## src/rtl/alu_pkg.sv

```systemverilog
// Shared encodings for the ALU issue controller: ALU opcodes, MIPS opcode/funct
// values, FSM state type and response flag positions.
package alu_pkg;

  localparam logic [2:0] AluAnd  = 3'b000;
  localparam logic [2:0] AluOr   = 3'b001;
  localparam logic [2:0] AluAdd  = 3'b010;
  localparam logic [2:0] AluSltu = 3'b011;
  localparam logic [2:0] AluSll  = 3'b100;
  localparam logic [2:0] AluLu   = 3'b101;
  localparam logic [2:0] AluSub  = 3'b110;
  localparam logic [2:0] AluSlt  = 3'b111;

  localparam logic [5:0] OpcRtype = 6'h00;
  localparam logic [5:0] OpcAddi  = 6'h08;
  localparam logic [5:0] OpcAddiu = 6'h09;
  localparam logic [5:0] OpcSlti  = 6'h0a;
  localparam logic [5:0] OpcSltiu = 6'h0b;
  localparam logic [5:0] OpcAndi  = 6'h0c;
  localparam logic [5:0] OpcOri   = 6'h0d;
  localparam logic [5:0] OpcLui   = 6'h0f;

  localparam logic [5:0] FnSll  = 6'h00;
  localparam logic [5:0] FnAdd  = 6'h20;
  localparam logic [5:0] FnAddu = 6'h21;
  localparam logic [5:0] FnSub  = 6'h22;
  localparam logic [5:0] FnSubu = 6'h23;
  localparam logic [5:0] FnAnd  = 6'h24;
  localparam logic [5:0] FnOr   = 6'h25;
  localparam logic [5:0] FnSlt  = 6'h2a;
  localparam logic [5:0] FnSltu = 6'h2b;

  localparam int unsigned FlagZero  = 0;
  localparam int unsigned FlagCarry = 1;
  localparam int unsigned FlagOvf   = 2;

  typedef enum logic [1:0] {
    StIdle   = 2'd0,
    StDecode = 2'd1,
    StExec   = 2'd2,
    StResp   = 2'd3
  } issueStateE;

endpackage

```

## src/rtl/alu_inst_decode.sv

```systemverilog
// Combinational MIPS decoder: maps an instruction and its operands onto
// ALU op/A/B, destination register and illegal/signed-arith indications.
module alu_inst_decode
  import alu_pkg::*;
#(
  parameter int unsigned DATA_WIDTH = 32
) (
  input  logic [31:0]           inst,
  input  logic [DATA_WIDTH-1:0] rs,
  input  logic [DATA_WIDTH-1:0] rt,
  output logic [2:0]            op,
  output logic [DATA_WIDTH-1:0] a,
  output logic [DATA_WIDTH-1:0] b,
  output logic [4:0]            dest,
  output logic                  illegal,
  output logic                  isSignedArith
);

  logic [5:0]            opcode;
  logic [5:0]            funct;
  logic [DATA_WIDTH-1:0] immSext;
  logic [DATA_WIDTH-1:0] immZext;
  logic [DATA_WIDTH-1:0] shamt;

  assign opcode  = inst[31:26];
  assign funct   = inst[5:0];
  // Size casts sign/zero-extend, or truncate when DATA_WIDTH is below 16.
  assign immSext = DATA_WIDTH'($signed(inst[15:0]));
  assign immZext = DATA_WIDTH'(inst[15:0]);
  assign shamt   = DATA_WIDTH'(inst[10:6]);

  always_comb begin
    op            = AluAnd;
    a             = rs;
    b             = rt;
    dest          = (opcode == OpcRtype) ? inst[15:11] : inst[20:16];
    illegal       = 1'b0;
    isSignedArith = 1'b0;
    case (opcode)
      OpcRtype: begin
        case (funct)
          FnAnd:  op = AluAnd;
          FnOr:   op = AluOr;
          FnAdd:  begin op = AluAdd; isSignedArith = 1'b1; end
          FnAddu: op = AluAdd;
          FnSub:  begin op = AluSub; isSignedArith = 1'b1; end
          FnSubu: op = AluSub;
          FnSlt:  op = AluSlt;
          FnSltu: op = AluSltu;
          FnSll:  begin op = AluSll; a = shamt; end
          default: illegal = 1'b1;
        endcase
      end
      OpcAddi:  begin op = AluAdd; b = immSext; isSignedArith = 1'b1; end
      OpcAddiu: begin op = AluAdd; b = immSext; end
      OpcSlti:  begin op = AluSlt; b = immSext; end
      OpcSltiu: begin op = AluSltu; b = immSext; end
      OpcAndi:  begin op = AluAnd; b = immZext; end
      OpcOri:   begin op = AluOr; b = immZext; end
      OpcLui:   begin op = AluLu; a = '0; b = immZext; end
      default:  illegal = 1'b1;
    endcase
  end

endmodule

```

## src/rtl/alu_issue_ctrl.sv

```systemverilog
// Multi-cycle issue controller in front of the alu: accepts an instruction,
// drives registered A/B/ALUop, captures Result/flags and returns a response.
module alu_issue_ctrl
  import alu_pkg::*;
#(
  parameter int unsigned DATA_WIDTH = 32
) (
  input  logic                  clk,
  input  logic                  rst,
  input  logic                  inst_valid,
  output logic                  inst_ready,
  input  logic [31:0]           inst,
  input  logic [DATA_WIDTH-1:0] rs_data,
  input  logic [DATA_WIDTH-1:0] rt_data,
  output logic [DATA_WIDTH-1:0] alu_A,
  output logic [DATA_WIDTH-1:0] alu_B,
  output logic [2:0]            alu_op,
  input  logic [DATA_WIDTH-1:0] alu_Result,
  input  logic                  alu_Zero,
  input  logic                  alu_CarryOut,
  input  logic                  alu_Overflow,
  output logic                  rsp_valid,
  input  logic                  rsp_ready,
  output logic [DATA_WIDTH-1:0] rsp_result,
  output logic [2:0]            rsp_flags,
  output logic [4:0]            rsp_dest,
  output logic                  rsp_wen,
  output logic                  rsp_illegal,
  output logic                  rsp_ovf_trap
);

  issueStateE            stateQ, stateD;
  logic [31:0]           instQ;
  logic [DATA_WIDTH-1:0] rsQ, rtQ;
  logic                  accept;
  logic                  trap;

  logic [2:0]            decOp;
  logic [DATA_WIDTH-1:0] decA, decB;
  logic [4:0]            decDest;
  logic                  decIllegal, decSigned;

  // Decoder sees the captured instruction, which is stable through DECODE and EXEC.
  alu_inst_decode #(
    .DATA_WIDTH(DATA_WIDTH)
  ) u_decode (
    .inst         (instQ),
    .rs           (rsQ),
    .rt           (rtQ),
    .op           (decOp),
    .a            (decA),
    .b            (decB),
    .dest         (decDest),
    .illegal      (decIllegal),
    .isSignedArith(decSigned)
  );

  assign accept = (stateQ == StIdle) && inst_valid && inst_ready;
  assign trap   = decSigned && alu_Overflow;

  always_comb begin
    stateD = stateQ;
    unique case (stateQ)
      StIdle:   if (accept) stateD = StDecode;
      StDecode: stateD = decIllegal ? StResp : StExec;
      StExec:   stateD = StResp;
      StResp:   if (rsp_ready) stateD = StIdle;
      default:  stateD = StIdle;
    endcase
  end

  always_ff @(posedge clk) begin
    if (rst) begin
      stateQ       <= StIdle;
      instQ        <= '0;
      rsQ          <= '0;
      rtQ          <= '0;
      inst_ready   <= 1'b0;
      rsp_valid    <= 1'b0;
      alu_A        <= '0;
      alu_B        <= '0;
      alu_op       <= '0;
      rsp_result   <= '0;
      rsp_flags    <= '0;
      rsp_dest     <= '0;
      rsp_wen      <= 1'b0;
      rsp_illegal  <= 1'b0;
      rsp_ovf_trap <= 1'b0;
    end else begin
      stateQ     <= stateD;
      // Handshake flags follow the next state so they change on the same edge.
      inst_ready <= (stateD == StIdle);
      rsp_valid  <= (stateD == StResp);
      if (accept) begin
        instQ <= inst;
        rsQ   <= rs_data;
        rtQ   <= rt_data;
      end
      if (stateQ == StDecode) begin
        if (decIllegal) begin
          rsp_result   <= '0;
          rsp_flags    <= '0;
          rsp_dest     <= decDest;
          rsp_wen      <= 1'b0;
          rsp_illegal  <= 1'b1;
          rsp_ovf_trap <= 1'b0;
        end else begin
          alu_A  <= decA;
          alu_B  <= decB;
          alu_op <= decOp;
        end
      end
      if (stateQ == StExec) begin
        rsp_result           <= alu_Result;
        rsp_flags[FlagZero]  <= alu_Zero;
        rsp_flags[FlagCarry] <= alu_CarryOut;
        rsp_flags[FlagOvf]   <= alu_Overflow;
        rsp_dest             <= decDest;
        rsp_wen              <= !trap && (decDest != 5'd0);
        rsp_illegal          <= 1'b0;
        rsp_ovf_trap         <= trap;
      end
    end
  end

endmodule

```

## config.mk

```make
export PLATFORM = sky130hd
export DESIGN_NAME = alu_issue_ctrl
export DESIGN_NICKNAME = d
export VERILOG_FILES = /design/src/rtl/alu_pkg.sv /design/src/rtl/alu_inst_decode.sv /design/src/rtl/alu_issue_ctrl.sv
export SDC_FILE = /design/constraint.sdc
export NUM_CORES = 1
export LEC_CHECK = 0
export ABC_CLOCK_PERIOD_IN_PS = 2000
export CAP_MARGIN = 20
export CORE_UTILIZATION = 43
export DETAILED_ROUTE_END_ITERATION = 8
export GPL_TIMING_DRIVEN = 0
export PLACE_DENSITY_LB_ADDON = 0.2
export SYNTH_ARGS = -nofsm -noshare
export SYNTH_HDL_FRONTEND = slang
export SYNTH_SLANG_ARGS = --single-unit
```

## constraint.sdc

```tcl
create_clock -name clk -period 2 [get_ports clk]
set_input_delay 0.2 -clock clk [delete_from_list [all_inputs] [get_ports clk]]
set_output_delay 0.2 -clock clk [all_outputs]
set_load 0.01 [all_outputs]
```

==> run summary <==
WL/cell: 17.53 um
antenna diode count: 0
mux contribution to synthesized area: 5.473%
syn avg cell area: 8.762 um^2
Post-synth EDFFs: 0
RePlAce Congestion: 0.8802
Initial Util: 44.02%
Seq/Total Area, Yosys: 47.74%
DRC: 0
Max-cap violations: 0
Pwr Density: 1206 nW/um^2
Worst Setup Start Kind: flop
Pre-antenna DRT Iters: 5
standard-cell row count: 51
first-pass GRT wire length: 40940 um
fin. max-slew vios: 0
r2r worst-path depth: 4
final period utilization: 96.97%
worst slew pin tran: 0.7576 ns
data arrival time of the worst path: 2.38 ns
R2R Path End: rsp_dest[3]
die area: 20560 um^2
RSZ-0062 raised after global routing: true
total grt overflow: 0
Synth area leader: dfxtp_1
Core Region: 19530 um^2
CTS Hold Buffers Added: 0
clk_lat worst skew: 0.53 ns
Syn Inst Count: 981
Max Clock Freq: 515.6 MHz
top cell type's share of synthesized area: 47.74%
fraction of the mapped netlist area in compound gates: 24.63%
hold slack final: 0.2155 ns
FF+latch count, synth: 205
Rel. slew slack: 49.03%
Longest Clk Path Bufs: 3
Die W: 143.4 um
Ys Warns: 0
Hold Fails Final Rpt: 0
DR vias: 8326
Synth Net Count: 1120
PortBufs: 240
Die Y-Extent: 143.4 um
clk slew on worst S/H paths: 0.06 ns
Lkg Pwr: 4.465 nW
Synth Area in Simple Gates: 15.57%
Synth Area in XOR/XNOR: 0.1019%
Async S/R FF share, synth: 0%
Layout Nets: 1390
CP required: 2.44 ns
vias in the first global route: 7752
Fillers: 1713
Max VDD drop: 0.6556 mV
Finished Core Util: 62.91%
initial antenna violation count: 0
HP Start: inst[13]
HPWL after DPL: 19160 um
Worst Path Max Fanout: 7
Iter 0 DRT Violations: 481
hold worst-path end: instQ[13]
DRT antenna net count: 0
setup violators final: 0
Post-Synth Adder-Cell Area: 0.5822%
# IOs: 247
CP endpoint kind: flop
dominant combinational cell family by area after synthesis: compound AO/OA/AOI/OAI gates
DR vias/cell: 5.449
Multi-input gate area: 4071 um^2
CTS Sinks: 205
post-route design area: 12280 um^2
CTS tree: done
largest cells by area after synthesis: dfxtp_1, nand2_1, a21oi_1, mux2i_1, a22o_1
Final Skew: 0.02782 ns
Syn Std Cell Area: 8596 um^2
R2R setup slack: 0.06 ns
Reg2Reg Launch Point: instQ[27]
Netlist cell types: 56
Top FF cell, synth: dfxtp_1
Fin Setup TNS: 0 ns
Total GRT Usage: 25.34%
Hold Path Stages: 3
critical setup path kind: flop to flop
status: finished clean
worst hold-check path type: input pin to flop
CTS H-tree depth: 1
area grow syn2layout: 42.91%
ratio of cells with drive above 1 in the final layout: 10.45%
WL final: 26790 um
Tmin final: 1.939 ns
instance area after placement: 11330 um^2
root buffer cell: clkbuf_16
FF/Latch Area: 4108 um^2
largest net degree at the start of global routing: 13
TritonCTS Buffers: 23
[critical path, cell delays in order (launching register included)]
cell      delay (ns)
dfxtp_2         0.35
or4_4           0.62
or3_4           0.37
o221ai_4        0.29
mux2i_1         0.23
[synth_stat cells, types with 5 or more instances]
cell	instances
o211ai_1	10
a22o_1	36
inv_1	22
a211oi_1	41
o32ai_1	16
and3_1	5
nor3_1	5
dfxtp_1	205
nand2_1	219
buf_2	15
mux2i_1	47
a311oi_1	6
a21oi_1	144
nor2_1	10
nand3_1	11
o2111ai_1	28
clkbuf_1	71
buf_1	6
nand3b_1	20
buf_6	5
[cells in the final DEF (no fill, tap or decap), types with 3 or more instances in the layout]
master	count
a211oi_1	41
a21oi_1	144
a22o_1	36
a311oi_1	6
a32o_1	3
and3_1	3
and3_2	3
buf_2	7
buf_4	24
buf_6	5
clkbuf_1	40
clkbuf_16	24
clkbuf_2	22
clkbuf_4	6
clkbuf_8	3
clkdlybuf4s50_1	240
clkinv_2	3
dfxtp_1	202
dfxtp_2	3
ha_2	3
inv_1	22
mux2i_1	47
nand2_1	218
nand2b_1	3
nand3_1	9
nand3b_1	20
nor2_1	8
nor3_1	5
nor4_1	3
o2111ai_1	26
o211ai_1	10
o21ai_0	4
o32ai_1	16
[state kept, by name (all words and copies together), names as in the netlist]
register      count
alu_A            32
alu_B            32
alu_op            3
instQ            27
inst_ready        1
rsQ              32
rsp_dest          5
rsp_flags         3
rsp_illegal       1
rsp_ovf_trap      1
rsp_result       32
rsp_valid         1
rsp_wen           1
rtQ              32
stateQ            2
[what timing repair did]
action,in CTS,in global routing
pin swaps,6,11
setup endpoints to repair,194,196
gates cloned,0,1
setup buffers,7,7
resized for setup,41,66
[layer usage]
| metal | share of wire [%] | global-route usage, % | vias up |
|---|---|---|---|
| met4 | 2.5 | 7.391 | 0 |
| met1 | 43 | 33.42 | 3883 |
| li1 | - | - | 4064 |
| met3 | 7.5 | 4.965 | 47 |
| met2 | 47 | 41.85 | 332 |
| met5 | 0 | 0 | - |
[per-stage QoR]
step / setup slack, ns / cells / power [mW]
floorplan: 0.05724 / 981 / 8.416
finish: 0.06067 / 1528 / 14.81
CTS: -0.02032 / 1527 / 14.55
detailed placement: -0.3720 / 1486 / 10.44
global route: -0.01374 / 1528 / 15.61
global placement: -0.3844 / 1486 / 10.38
[area by class of cell]
cell class	instances	area share [%]
plain buffers	87	3.840
clock buffers	32	5.205
clock inverters	5	0.3565
inverters	23	0.7028
multi-input cells	656	33.14
flip-flops and latches	205	33.44
well taps	265	2.699
repair buffers	255	20.62
[report_power, final]
part	switching (mW)	internal, mW
Sequential	0.465	4.72
Clock	1.68	2.23
Combinational	3.15	2.56
Total	5.30	9.51
[kinds of logic after synthesis]
| kind of cell | Yosys count |
|---|---|
| fa+ha+maj | 4 |
| buf+inv | 120 |
| flops | 205 |
| compound gates | 309 |
| simple gates | 295 |
| mux | 47 |
| xor+xnor | 1 |
[worst max-delay path by stage]
stage	depth (start not counted)	slack, ns	end	from
after CTS	5	-0.02	rsp_dest[0]	instQ[27]
after global routing	7	-0.01	alu_B[22]	stateQ[1]
after floorplan	8	0.06	alu_A[4]	instQ[27]
after detailed placement	6	-0.37	rsQ[5]	inst_valid
final	4	0.06	rsp_dest[3]	instQ[27]
after global placement	7	-0.38	rsQ[1]	stateQ[0]
(Power assumes the default switching activity.)
